### config.mk
export PLATFORM = sky130hd
export DESIGN_NAME = pipe_skid_stage
export DESIGN_NICKNAME = d
export VERILOG_FILES = /design/src/rtl/pipe_pkg.sv /design/src/rtl/pipe_skid_entry.sv /design/src/rtl/pipe_skid_stage.sv
export SDC_FILE = /design/constraint.sdc
export NUM_CORES = 1
export LEC_CHECK = 0
export CAP_MARGIN = 20
export CORE_UTILIZATION = 57
export CTS_BUF_LIST = sky130_fd_sc_hd__clkbuf_8
export DETAILED_ROUTE_END_ITERATION = 7
export PLACE_DENSITY = 0.85
export SLEW_MARGIN = 20
export SYNTH_ARGS = -nofsm -noshare
export SYNTH_HDL_FRONTEND = slang
export SYNTH_HIERARCHICAL = 1
export SYNTH_SLANG_ARGS = --single-unit
### constraint.sdc
create_clock -name clk -period 4.3 [get_ports clk]
set_clock_uncertainty 0.2 [all_clocks]
set_input_delay 0.43 -clock clk [delete_from_list [all_inputs] [get_ports clk]]
set_output_delay 0.43 -clock clk [all_outputs]
set_load 0.01 [all_outputs]
### src/rtl/pipe_pkg.sv
// Shared types and defaults for the pipeline skid stage and its storage entries.
package pipe_pkg;

  localparam int DATA_W_DEF = 32;
  localparam int CTRL_W_DEF = 4;
  localparam int ADR_W_DEF  = 5;

  // All-zero control marks a bubble: no memory or register write downstream.
  localparam logic [CTRL_W_DEF-1:0] CTRL_BUBBLE = '0;

  typedef enum logic [1:0] {
    EMPTY = 2'd0,
    ONE   = 2'd1,
    FULL  = 2'd2
  } pipe_state_e;

endpackage

### src/rtl/pipe_skid_entry.sv
// One held pipeline entry {data, adr, ctrl}: load-enabled, with a synchronous
// control clear that turns the entry into a bubble while leaving the payload alone.
module pipe_skid_entry
  import pipe_pkg::*;
#(
  parameter int DATA_W = DATA_W_DEF,
  parameter int ADR_W  = ADR_W_DEF,
  parameter int CTRL_W = CTRL_W_DEF
) (
  input  logic              clk,
  input  logic              rst,
  input  logic              load,
  input  logic              clear,
  input  logic [DATA_W-1:0] d_data,
  input  logic [ADR_W-1:0]  d_adr,
  input  logic [CTRL_W-1:0] d_ctrl,
  output logic [DATA_W-1:0] q_data,
  output logic [ADR_W-1:0]  q_adr,
  output logic [CTRL_W-1:0] q_ctrl
);

  logic [DATA_W-1:0] data_q, data_d;
  logic [ADR_W-1:0]  adr_q, adr_d;
  logic [CTRL_W-1:0] ctrl_q, ctrl_d;

  // Clear wins over load for control only; payload is don't-care once cleared.
  always_comb begin
    data_d = data_q;
    adr_d  = adr_q;
    ctrl_d = ctrl_q;
    if (load) begin
      data_d = d_data;
      adr_d  = d_adr;
      ctrl_d = d_ctrl;
    end
    if (clear) begin
      ctrl_d = CTRL_W'(CTRL_BUBBLE);
    end
  end

  always_ff @(posedge clk or posedge rst) begin
    if (rst) begin
      data_q <= '0;
      adr_q  <= '0;
      ctrl_q <= '0;
    end else begin
      data_q <= data_d;
      adr_q  <= adr_d;
      ctrl_q <= ctrl_d;
    end
  end

  assign q_data = data_q;
  assign q_adr  = adr_q;
  assign q_ctrl = ctrl_q;

endmodule

### src/rtl/pipe_skid_stage.sv
// Two-entry skid buffer pipeline stage: main drives the outputs, skid absorbs
// one extra entry so in_ready can be a register with no path from out_ready.
module pipe_skid_stage
  import pipe_pkg::*;
#(
  parameter int DATA_W = DATA_W_DEF,
  parameter int CTRL_W = CTRL_W_DEF,
  parameter int ADR_W  = ADR_W_DEF
) (
  input  logic              clk,
  input  logic              rst,
  input  logic              flush,
  input  logic              in_valid,
  output logic              in_ready,
  input  logic [DATA_W-1:0] in_data,
  input  logic [ADR_W-1:0]  in_adr,
  input  logic [CTRL_W-1:0] in_ctrl,
  output logic              out_valid,
  input  logic              out_ready,
  output logic [DATA_W-1:0] out_data,
  output logic [ADR_W-1:0]  out_adr,
  output logic [CTRL_W-1:0] out_ctrl,
  output logic [1:0]        occ
);

  pipe_state_e state_q, state_d;
  logic        in_ready_q, in_ready_d;

  logic in_fire, out_fire;
  logic main_load, skid_load;

  logic [DATA_W-1:0] main_data, skid_data, main_d_data;
  logic [ADR_W-1:0]  main_adr, skid_adr, main_d_adr;
  logic [CTRL_W-1:0] main_ctrl, skid_ctrl, main_d_ctrl;

  assign in_fire  = in_valid & in_ready_q;
  assign out_fire = out_valid & out_ready;

  always_ff @(posedge clk or posedge rst) begin
    if (rst) begin
      state_q    <= EMPTY;
      in_ready_q <= 1'b1;
    end else begin
      state_q    <= state_d;
      in_ready_q <= in_ready_d;
    end
  end

  always_comb begin
    state_d = state_q;
    case (state_q)
      EMPTY: if (in_fire) state_d = ONE;
      ONE: begin
        if (in_fire && !out_fire)      state_d = FULL;
        else if (!in_fire && out_fire) state_d = EMPTY;
      end
      FULL:    if (out_fire) state_d = ONE;
      default: state_d = EMPTY;
    endcase
    if (flush) state_d = EMPTY;
  end

  assign in_ready_d = (state_d != FULL);

  // Main refills from the input except when draining from FULL, where skid moves up.
  always_comb begin
    out_valid = (state_q != EMPTY);
    main_load = 1'b0;
    skid_load = 1'b0;
    if (!flush) begin
      case (state_q)
        EMPTY:   main_load = in_fire;
        ONE: begin
          main_load = in_fire & out_fire;
          skid_load = in_fire & ~out_fire;
        end
        FULL:    main_load = out_fire;
        default: main_load = 1'b0;
      endcase
    end
    main_d_data = (state_q == FULL) ? skid_data : in_data;
    main_d_adr  = (state_q == FULL) ? skid_adr  : in_adr;
    main_d_ctrl = (state_q == FULL) ? skid_ctrl : in_ctrl;
  end

  pipe_skid_entry #(
    .DATA_W (DATA_W),
    .ADR_W  (ADR_W),
    .CTRL_W (CTRL_W)
  ) u_main (
    .clk    (clk),
    .rst    (rst),
    .load   (main_load),
    .clear  (flush),
    .d_data (main_d_data),
    .d_adr  (main_d_adr),
    .d_ctrl (main_d_ctrl),
    .q_data (main_data),
    .q_adr  (main_adr),
    .q_ctrl (main_ctrl)
  );

  pipe_skid_entry #(
    .DATA_W (DATA_W),
    .ADR_W  (ADR_W),
    .CTRL_W (CTRL_W)
  ) u_skid (
    .clk    (clk),
    .rst    (rst),
    .load   (skid_load),
    .clear  (flush),
    .d_data (in_data),
    .d_adr  (in_adr),
    .d_ctrl (in_ctrl),
    .q_data (skid_data),
    .q_adr  (skid_adr),
    .q_ctrl (skid_ctrl)
  );

  assign in_ready = in_ready_q;
  assign out_data = main_data;
  assign out_adr  = main_adr;
  assign out_ctrl = out_valid ? main_ctrl : CTRL_W'(CTRL_BUBBLE);
  assign occ      = state_q;

endmodule

==> results of run 1 <==
-- worst reg2reg max path, cell delays in order, from the launching register on --
cell and delay (ns):
dfrtp_1 0.43, nand2b_2 0.79, buf_4 0.48, mux2_4 0.34
mux2_4 0.26
-- Yosys cell counts --
master and count:
mux2_2 5, dfrtp_1 84, mux2i_1 9, inv_1 4, dfstp_2 1, mux2_4 110
nor2_1 9, nor3_1 1, buf_12 12, a21oi_1 1, or2_2 1, a211oi_1 1
a211o_1 1, and2_1 1, nand2_1 3, nor2b_1 5, o21bai_1 1, nand2b_1 1
o22ai_1 1, buf_6 3, and3b_1 1
-- cell families after synthesis --
family                 share of synthesized area, %
multiplexers                                   41.2
flip-flops                                     48.8
AND/OR/NAND/NOR                                2.50
buffers and inverters                          6.63
AO/OA/AOI/OAI                                 0.804
-- state kept, by name, summed over array words and instances (netlist names) --
register / count
u_skid/q_ctrl: 4
u_skid/q_data: 32
in_ready: 1
occ: 2
u_skid/q_adr: 5
u_main/q_ctrl: 4
u_main/q_data: 32
u_main/q_adr: 5
-- per-layer routing --
| metal | track usage (%) | up-vias | wire length (microns) |
|---|---|---|---|
| li1 | - | 1074 | - |
| met1 | 29.1 | 1208 | 3660 |
| met2 | 33.1 | 60 | 3840 |
| met3 | 2.95 | 9 | 256 |
| met4 | 8.51 | 0 | 120 |
| met5 | 0 | - | 0 |
-- metrics by stage --
step / setup WS [ns] / instance area [sq um] / hold slack, ns / cells
after global routing: 1.53 / 5370 / 0.197 / 449
after CTS: 1.61 / 5370 / 0.166 / 449
final: 1.60 / 5370 / 0.177 / 449
after floorplan: 2.38 / 4360 / -0.0171 / 255
after detailed placement: 1.24 / 5170 / 0.294 / 433
after global placement: 1.34 / 5170 / 0.291 / 433
-- worst paths after layout --
kind	from	endpoint	cells after the start
setup / recovery	out_ready	u_main/q_data[7]	6
hold / removal	rst	occ[0]	2
setup reg to reg	occ[0]	u_main/q_data[22]	4
hold reg to reg	u_skid/q_data[24]	u_skid/q_data[24]	1
max in group asynchronous	rst	u_skid/q_data[10]	2
min in group clk	u_skid/q_data[24]	u_skid/q_data[24]	1
-- power by group --
group	switching [mW]	internal [mW]	leakage, nW
Combinational	0.213	0.505	1.37
Sequential	0.123	1.01	1.04
Clock	0.293	0.271	0.0972
-- cell type report --
cell class                      instances  area (sq um)  share of cell area (%)
Sequential cell                        85          2130                    39.6
Multi-Input combinational cell        151          1960                    36.5
Timing Repair Buffer                   94           943                    17.6
Clock buffer                            9           124                    2.31
Tap cell                               99           124                    2.31
Clock inverter                          7          75.1                    1.40
Inverter                                4          15.0                   0.280
==> flow_metrics.env, run 1 <==
export IMPL_slew_headroom_pct=36.1
export IMPL_synth_area_leaders="dfrtp_1 48%, mux2_4 38%, buf_12 5.5%, mux2i_1 2.1%, mux2_2 1.3%"
export IMPL_status="completed"
export IMPL_p_total_mw=2.41
export IMPL_wl_per_cell_microns=17.5
export IMPL_clockBufferDepth=2
export IMPL_vias_per_cell=5.24
export IMPL_finalCriticalPeriod_ns=2.70
export IMPL_path_class="input port to flop"
export IMPL_netlist_cell_type_count=21
export IMPL_clkLatencyLatePin_ns=0.34
export IMPL_antenna_found_initial=0
export IMPL_grt_pass1_vias=2493
export IMPL_drive_above_1_share_pct=40.3
export IMPL_final_common_cell="mux2_4"
export IMPL_die_x_microns=89.5
export IMPL_slew_viol_final=0
export IMPL_setup_viol=0
export IMPL_synth_nets=301
export IMPL_seq_area_frac_synth_pct=48.8
export IMPL_yosys_register_bits=85
export IMPL_syn2layout_area_growth_pct=23.2
export IMPL_grt_pass1_wl_microns=12300
export IMPL_syn_area_sq_mm=0.00436
export IMPL_path_clk_slew_ns=0.09
export IMPL_critPathMaxFanout=26
export IMPL_mostFrequentLayoutCells="110 x mux2_4, 90 x clkdlybuf4s50_1, 84 x dfrtp_1"
export IMPL_cts_tree="built"
export IMPL_ctsHtreeMaxLevel=3
export IMPL_yosys_warnings=6
export IMPL_nFillCells=460
export IMPL_firstDrtPassIters=4
export IMPL_die_area_sq_mm=0.00800
export IMPL_hold_path_class="input port to asynchronous set/reset pin"
export IMPL_ios=91
export IMPL_fin_crit_sh_pct=62.7
export IMPL_crit_path_top_delay_cell="a21oi_4"
export IMPL_ant_nets=0
export IMPL_rsz0062_at_grt="no"
export IMPL_cts_repair_resized=0
export IMPL_start_util_pct=59.5
export IMPL_critPathLaunchType="input port"
export IMPL_drt_total_wl_microns=7880
export IMPL_crit_chain="clkdlybuf4s50_1, and2_1, o21bai_1, a21oi_4, buf_12, mux2_2"
export IMPL_power_density_mw_per_mm2=449
export IMPL_drc_errors=0
export IMPL_final_nets=391
export IMPL_max_freq_mhz=371
export IMPL_gp_congestion=0.771
export IMPL_hold_viol_final=0
export IMPL_crit_required_ns=4.34
export IMPL_peakVddDrop_mv=0.210
export IMPL_synth_top_area_cell="dfrtp_1"
export IMPL_diodes=0
export IMPL_cp_arrival_ns=2.73
export IMPL_utilization_pct=73.3
export IMPL_row_count=31
export IMPL_fp_dieH_microns=89.5
export IMPL_drv_cap=0
export IMPL_tightest_slew_ns=0.958
export IMPL_grt_use_total_pct=20.9
export IMPL_ctsHoldBuffers=0
export IMPL_cts_inserted_buffers=9
export IMPL_grt_max_degree=42
export IMPL_synth_cells=255
export IMPL_yosysTopAreaCellShare_pct=48.2
export IMPL_setup_tns_ns=0
export IMPL_synth_area_per_cell_sq_um=17.1
export IMPL_vias=2351
export IMPL_reg2reg_setup_slack_ns=1.69
export IMPL_cp_top_family="buffers and inverters"
export IMPL_gr_total_overflow=0
export IMPL_max_stage_delay_ns=0.68
export IMPL_fp_coreArea_sq_mm=0.00733
export IMPL_path_buf_inv=2
export IMPL_cts_sinks=85
export IMPL_drt_initial_drc_count=67
export IMPL_cts_setup_buffers=0
export IMPL_io_buffers=90
export IMPL_worstSetupEndpointType="flop"
export IMPL_power_leakage_nw=2.51
export IMPL_cts_root_buf="clkbuf_8"
export IMPL_hpwlAfterDp_microns=5120
Note: power is estimated with default switching activity, not from simulation.
==> inputs of run 2 (changes only) <==
--- a/config.mk
+++ b/config.mk
@@ -6,10 +6,10 @@
 export NUM_CORES = 1
 export LEC_CHECK = 0
 export CAP_MARGIN = 20
-export CORE_UTILIZATION = 57
+export CORE_UTILIZATION = 48
 export CTS_BUF_LIST = sky130_fd_sc_hd__clkbuf_8
 export DETAILED_ROUTE_END_ITERATION = 7
-export PLACE_DENSITY = 0.85
+export PLACE_DENSITY = 0.76
 export SLEW_MARGIN = 20
 export SYNTH_ARGS = -nofsm -noshare
 export SYNTH_HDL_FRONTEND = slang
==> constraint.sdc (replaced) <==
create_clock -name clk -period 2.3 [get_ports clk]
set_clock_uncertainty 0.2 [all_clocks]
set_input_delay 0.23 -clock clk [delete_from_list [all_inputs] [get_ports clk]]
set_output_delay 0.23 -clock clk [all_outputs]
set_load 0.01 [all_outputs]
==> run 2 against run 1 <==
Critical path depth is 3 lower. Register-to-register slack worse by 1.4 ns. Global-route usage is 3.3 points lower. First-iteration DRC count is 25% lower. Sequential share of layout area is 1.2 points lower. Die area is 18% higher. Clock-buffer cell count is 1 higher. Power is 88% higher. Critical path type is now flop to output port. Largest power group unchanged.
==> flow_metrics.env, run 2 (synthesis results as in run 1) <==
export IMPL_combPwrFrac_pct=30.1
export IMPL_cts_inserted_buffers=9
export IMPL_grt_max_degree=23
export IMPL_path_clk_slew_ns=0.08
export IMPL_io_buffers=90
export IMPL_grt_use_total_pct=17.5
export IMPL_drc_errors=0
export IMPL_antenna_found_initial=0
export IMPL_die_x_microns=97.3
export IMPL_die_area_sq_mm=0.00947
export IMPL_mostFrequentLayoutCells="110 x mux2_4, 90 x clkdlybuf4s50_1, 84 x dfrtp_1"
export IMPL_slew_viol_final=0
export IMPL_highest_layer="met4"
export IMPL_crit_required_ns=1.87
export IMPL_swShare_pct=25.5
export IMPL_critPathMaxFanout=6
export IMPL_drt_initial_drc_count=50
export IMPL_ctsHtreeMaxLevel=3
export IMPL_final_common_cell="mux2_4"
export IMPL_wl_met2_microns=3790
export IMPL_drv_cap=0
export IMPL_firstDrtPassIters=4
export IMPL_start_util_pct=49.7
export IMPL_rsz0062_at_grt="no"
export IMPL_ant_nets=0
export IMPL_hold_path_class="flop to flop"
export IMPL_power_leakage_nw=2.59
export IMPL_vias=2350
export IMPL_power_clock_fraction_pct=23.2
export IMPL_cp_arrival_ns=1.67
export IMPL_tightest_slew_ns=0.517
export IMPL_grt_pass1_vias=2606
export IMPL_reg2reg_depth=5
export IMPL_hp_start="u_skid/q_adr[4]"
export IMPL_p_seq_share_pct=46.7
export IMPL_cts_tree="built"
export IMPL_clockBufferDepth=2
export IMPL_critPathLaunchType="flop"
export IMPL_fin_crit_sh_pct=91.3
export IMPL_gr_total_overflow=0
export IMPL_status="completed"
export IMPL_wl_met3_microns=265
export IMPL_slew_headroom_pct=65.5
export IMPL_max_freq_mhz=476
export IMPL_cts_sinks=85
export IMPL_utilization_pct=63.2
export IMPL_wl_met1_microns=3680
export IMPL_peakVddDrop_mv=0.327
export IMPL_setup_viol=0
export IMPL_r2r_end="u_skid/q_adr[4]"
export IMPL_hpwlAfterDp_microns=5520
export IMPL_cts_root_buf="clkbuf_8"
export IMPL_ios=91
export IMPL_syn2layout_area_growth_pct=27.1
export IMPL_nFillCells=671
export IMPL_crit_start="occ[0]"
export IMPL_switchingPower_mw=1.15
export IMPL_finalCriticalPeriod_ns=2.10
export IMPL_row_count=34
export IMPL_drt_total_wl_microns=7880
export IMPL_final_nets=400
export IMPL_fp_dieH_microns=97.3
export IMPL_reg2reg_setup_slack_ns=0.26
export IMPL_wl_per_cell_microns=16.9
export IMPL_grt_pass1_wl_microns=13100
export IMPL_fp_coreArea_sq_mm=0.00876
export IMPL_diodes=0
export IMPL_path_class="flop to output port"
export IMPL_gp_congestion=0.830
export IMPL_crit_end="out_ctrl[3]"
export IMPL_worstReg2RegStart="in_ready"
export IMPL_drive_above_1_share_pct=41.5
export IMPL_setup_tns_ns=0
export IMPL_power_density_mw_per_mm2=817
export IMPL_cts_repair_resized=0
export IMPL_p_int_mw=3.38
export IMPL_hold_viol_final=0
export IMPL_worstSetupEndpointType="output port"
export IMPL_vias_per_cell=5.03
export IMPL_clkLatencyLatePin_ns=0.34
[run 2: cell types whose count changed in the layout (fill, tap and decap cells not counted)]
| cell | change |
|---|---|
| buf_12 | +7 |
| buf_4 | +1 |
| dlygate4sd3_1 | +1 |
| clkinvlp_4 | -1 |
| inv_6 | -1 |
| clkbuf_8 | +1 |
| clkinv_2 | +1 |
[run 2: critical path, cell delays in order (launching register included)]
cell,delay [ns]
dfrtp_1,0.44
nor2_1,0.29
nor2b_1,0.11
clkdlybuf4s50_1,0.50
[run 2: worst min-delay path by stage]
| stage | depth (start not counted) | to | slack [ns] |
|---|---|---|---|
| 2_1_floorplan | 1 | occ[0] | -0.22 |
| 3_3_place_gp | 1 | u_skid/q_data[4] | 0.29 |
| 3_5_place_dp | 1 | u_skid/q_data[31] | 0.29 |
| 4_1_cts | 2 | u_skid/q_data[22] | 0.31 |
| 5_1_grt | 2 | u_skid/q_data[27] | 0.31 |
| 6_report | 1 | u_skid/q_adr[4] | 0.31 |
[run 2: through the flow]
step / cells / hold WS, ns / area (sq um) / setup WS [ns] / power (mW)
floorplan: 255 / -0.217 / 4360 / 0.380 / 2.95
global route: 467 / 0.314 / 5540 / 0.0921 / 4.76
CTS: 467 / 0.310 / 5540 / 0.153 / 4.59
finish: 467 / 0.314 / 5540 / 0.199 / 4.53
global placement: 450 / 0.293 / 5330 / 0.126 / 3.46
detailed placement: 450 / 0.293 / 5330 / 0.0847 / 3.51
[run 2: cell type report]
| class | instances | area [sq um] | share of cell area, % |
|---|---|---|---|
| inverter | 4 | 15.0 | 0.271 |
| sequential | 85 | 2130 | 38.4 |
| clock inverter | 6 | 63.8 | 1.15 |
| tap | 108 | 135 | 2.44 |
| clock buffer | 10 | 138 | 2.48 |
| timing repair buffer | 103 | 1100 | 19.9 |
| multi-input combinational | 151 | 1960 | 35.4 |
[run 2: what timing repair did]
action	4_1_cts	5_1_grt
hold buffers	1	0
buffers inserted	0	0
hold endpoints to repair	2	0
endpoints found under the setup margin	0	0
[run 2: per-layer routing]
| metal | GRT usage, % | vias up |
|---|---|---|
| met1 | 24.0 | 1193 |
| met4 | 8.03 | 0 |
| met5 | 0 | - |
| met2 | 27.5 | 56 |
| li1 | - | 1088 |
| met3 | 2.88 | 13 |
[run 2: power groups by stage]
stage,clock (mW),combinational (mW),sequential [mW]
2_1_floorplan,0,0.793,2.15
3_3_place_gp,0,1.34,2.12
3_5_place_dp,0,1.37,2.14
4_1_cts,1.09,1.38,2.12
5_1_grt,1.15,1.44,2.17
6_report,1.05,1.36,2.11
==> inputs of run 3 (changes only) <==
==> constraint.sdc (replaced) <==
create_clock -name clk -period 2.3 [get_ports clk]
set_clock_uncertainty 0.2 [all_clocks]
set_input_delay 0.69 -clock clk [delete_from_list [all_inputs] [get_ports clk]]
set_output_delay 0.69 -clock clk [all_outputs]
set_load 0.01 [all_outputs]
==> run 3 against run 2 <==
Combinational power up 4%. Utilization up 1.5 points. Sequential share of layout area down 0.90 points. Flip-flop and latch count unchanged. Register-to-register slack worse by 0.02 ns. Critical path depth up 4. Maximum frequency down 7.8%. Die area unchanged. Wire length up 7.8%. Hold slack about the same. Global-route usage up 1.1 points. Final cell count up 3.2%.
==> flow_metrics.env, run 3 (synthesis results as in run 1) <==
export IMPL_die_area_sq_mm=0.00947
export IMPL_power_density_mw_per_mm2=788
export IMPL_multi_input_area_sq_mm=0.00197
export IMPL_p_total_mw=4.47
export IMPL_hold_viol_final=0
export IMPL_power_leakage_nw=2.70
export IMPL_grt_pass1_vias=2657
export IMPL_critPathLaunchType="input port"
export IMPL_cts_tree="built"
export IMPL_grt_max_degree=27
export IMPL_firstDrtPassIters=4
export IMPL_peakVddDrop_mv=0.319
export IMPL_slew_viol_final=0
export IMPL_hpwlAfterDp_microns=5680
export IMPL_diodes=0
export IMPL_fin_crit_sh_pct=99.1
export IMPL_antenna_found_initial=0
export IMPL_dp_cells=461
export IMPL_die_x_microns=97.3
export IMPL_gr_total_overflow=0
export IMPL_final_nets=415
export IMPL_rsz0062_at_grt="no"
export IMPL_fp_dieH_microns=97.3
export IMPL_setup_viol=0
export IMPL_nFillCells=668
export IMPL_clockBufferDepth=2
export IMPL_status="completed"
export IMPL_reg2reg_depth=7
export IMPL_hold_path_class="flop to flop"
export IMPL_wl_per_cell_microns=17.6
export IMPL_drt_initial_drc_count=77
export IMPL_slew_headroom_pct=80.0
export IMPL_hold_path_depth=1
export IMPL_cts_inserted_buffers=9
export IMPL_vias=2462
export IMPL_start_util_pct=49.7
export IMPL_ios=91
export IMPL_cts_sinks=85
export IMPL_final_seq_area_sq_mm=0.00213
export IMPL_clkLatencyLatePin_ns=0.36
export IMPL_drt_total_wl_microns=8500
export IMPL_drive_above_1_share_pct=45.2
export IMPL_grt_pass1_wl_microns=13800
export IMPL_fp_coreArea_sq_mm=0.00876
export IMPL_crit_required_ns=2.34
export IMPL_design_area_sq_mm=0.00567
export IMPL_drc_errors=0
export IMPL_cp_arrival_ns=2.32
export IMPL_final_cells=482
export IMPL_row_count=34
export IMPL_path_class="input port to flop"
export IMPL_tightest_slew_ns=0.300
export IMPL_syn2layout_area_growth_pct=30.2
export IMPL_critPathMaxFanout=11
export IMPL_vias_per_cell=5.11
export IMPL_io_buffers=90
export IMPL_path_clk_slew_ns=0.08
export IMPL_cts_root_buf="clkbuf_8"
export IMPL_placed_area_sq_mm=0.00539
export IMPL_setup_tns_ns=0
export IMPL_gp_congestion=0.710
export IMPL_finalCriticalPeriod_ns=2.28
export IMPL_mostFrequentLayoutCells="110 x mux2_4, 84 x dfrtp_1, 82 x clkdlybuf4s50_1"
export IMPL_worstSetupEndpointType="flop"
export IMPL_ctsHtreeMaxLevel=3
export IMPL_final_common_cell="mux2_4"
export IMPL_drv_cap=0
export IMPL_utilization_pct=64.7
export IMPL_grt_use_total_pct=18.7
export IMPL_max_freq_mhz=439
export IMPL_ant_nets=0
run 3: cell count changes in the layout (fill, tap and decap cells not counted), moves of 3 or more:
cell             delta
buf_4              +13
clkdlybuf4s50_1     -8
dlygate4sd2_1       +4
clkbuf_16           +3
run 3: per-layer routing:
layer	vias to the layer above	global-route usage [%]	share of wire (%)	routed length, microns
met4	0	6.22	0.81	69
li1	1120	-	-	-
met3	5	3.96	3.1	260
met1	1283	25.7	47	3980
met5	-	0	0	0
met2	54	29.5	49	4190
run 3: final cells by class:
type	count	area share, %
clock buffer	9	2.18
clock inverter	7	0.904
inverter	4	0.265
multi-input combinational	151	34.8
sequential	85	37.5
tap	108	2.38
timing repair buffer	118	22.0
run 3: final timing paths:
path                                      start                 to  slack [ns]
max in group asynchronous                   rst  u_main/q_data[28]        1.06
min in group asynchronous                   rst             occ[0]        0.43
worst max-delay path                   in_valid  u_skid/q_data[14]        0.02
worst min-delay path            u_main/q_adr[2]    u_main/q_adr[2]        0.31
worst max register to register           occ[1]  u_skid/q_data[14]        0.24
worst min register to register  u_main/q_adr[2]    u_main/q_adr[2]        0.31
run 3: power breakdown:
group / total [mW] / leakage [nW] / internal (mW) / switching (mW)
registers: 2.11 / 1.04 / 1.88 / 0.230
clock network: 0.947 / 0.0856 / 0.395 / 0.552
logic: 1.41 / 1.58 / 0.991 / 0.422
run 3: repair_timing:
action	CTS	global route
cloned	0	3
pin swaps	0	3
hold endpoints to repair	0	0
resized for setup	6	10
hold buffers	0	0
buffers inserted	0	2
endpoints found under the setup margin	6	33
run 3: worst max-delay path: stages:
cell and delay [ns]:
clkdlybuf4s50_1 0.47, and3b_2 0.22, nand2_2 0.09, nor3_4 0.21, buf_4 0.17, buf_12 0.15
mux2_4 0.31
run 3: per-stage QoR:
step	hold WS (ns)	worst slack [ns]
2_1_floorplan	0.243	0.239
3_3_place_gp	0.289	-0.321
3_5_place_dp	0.293	-0.354
4_1_cts	0.319	0.0134
5_1_grt	0.330	0.00215
6_report	0.314	0.0217
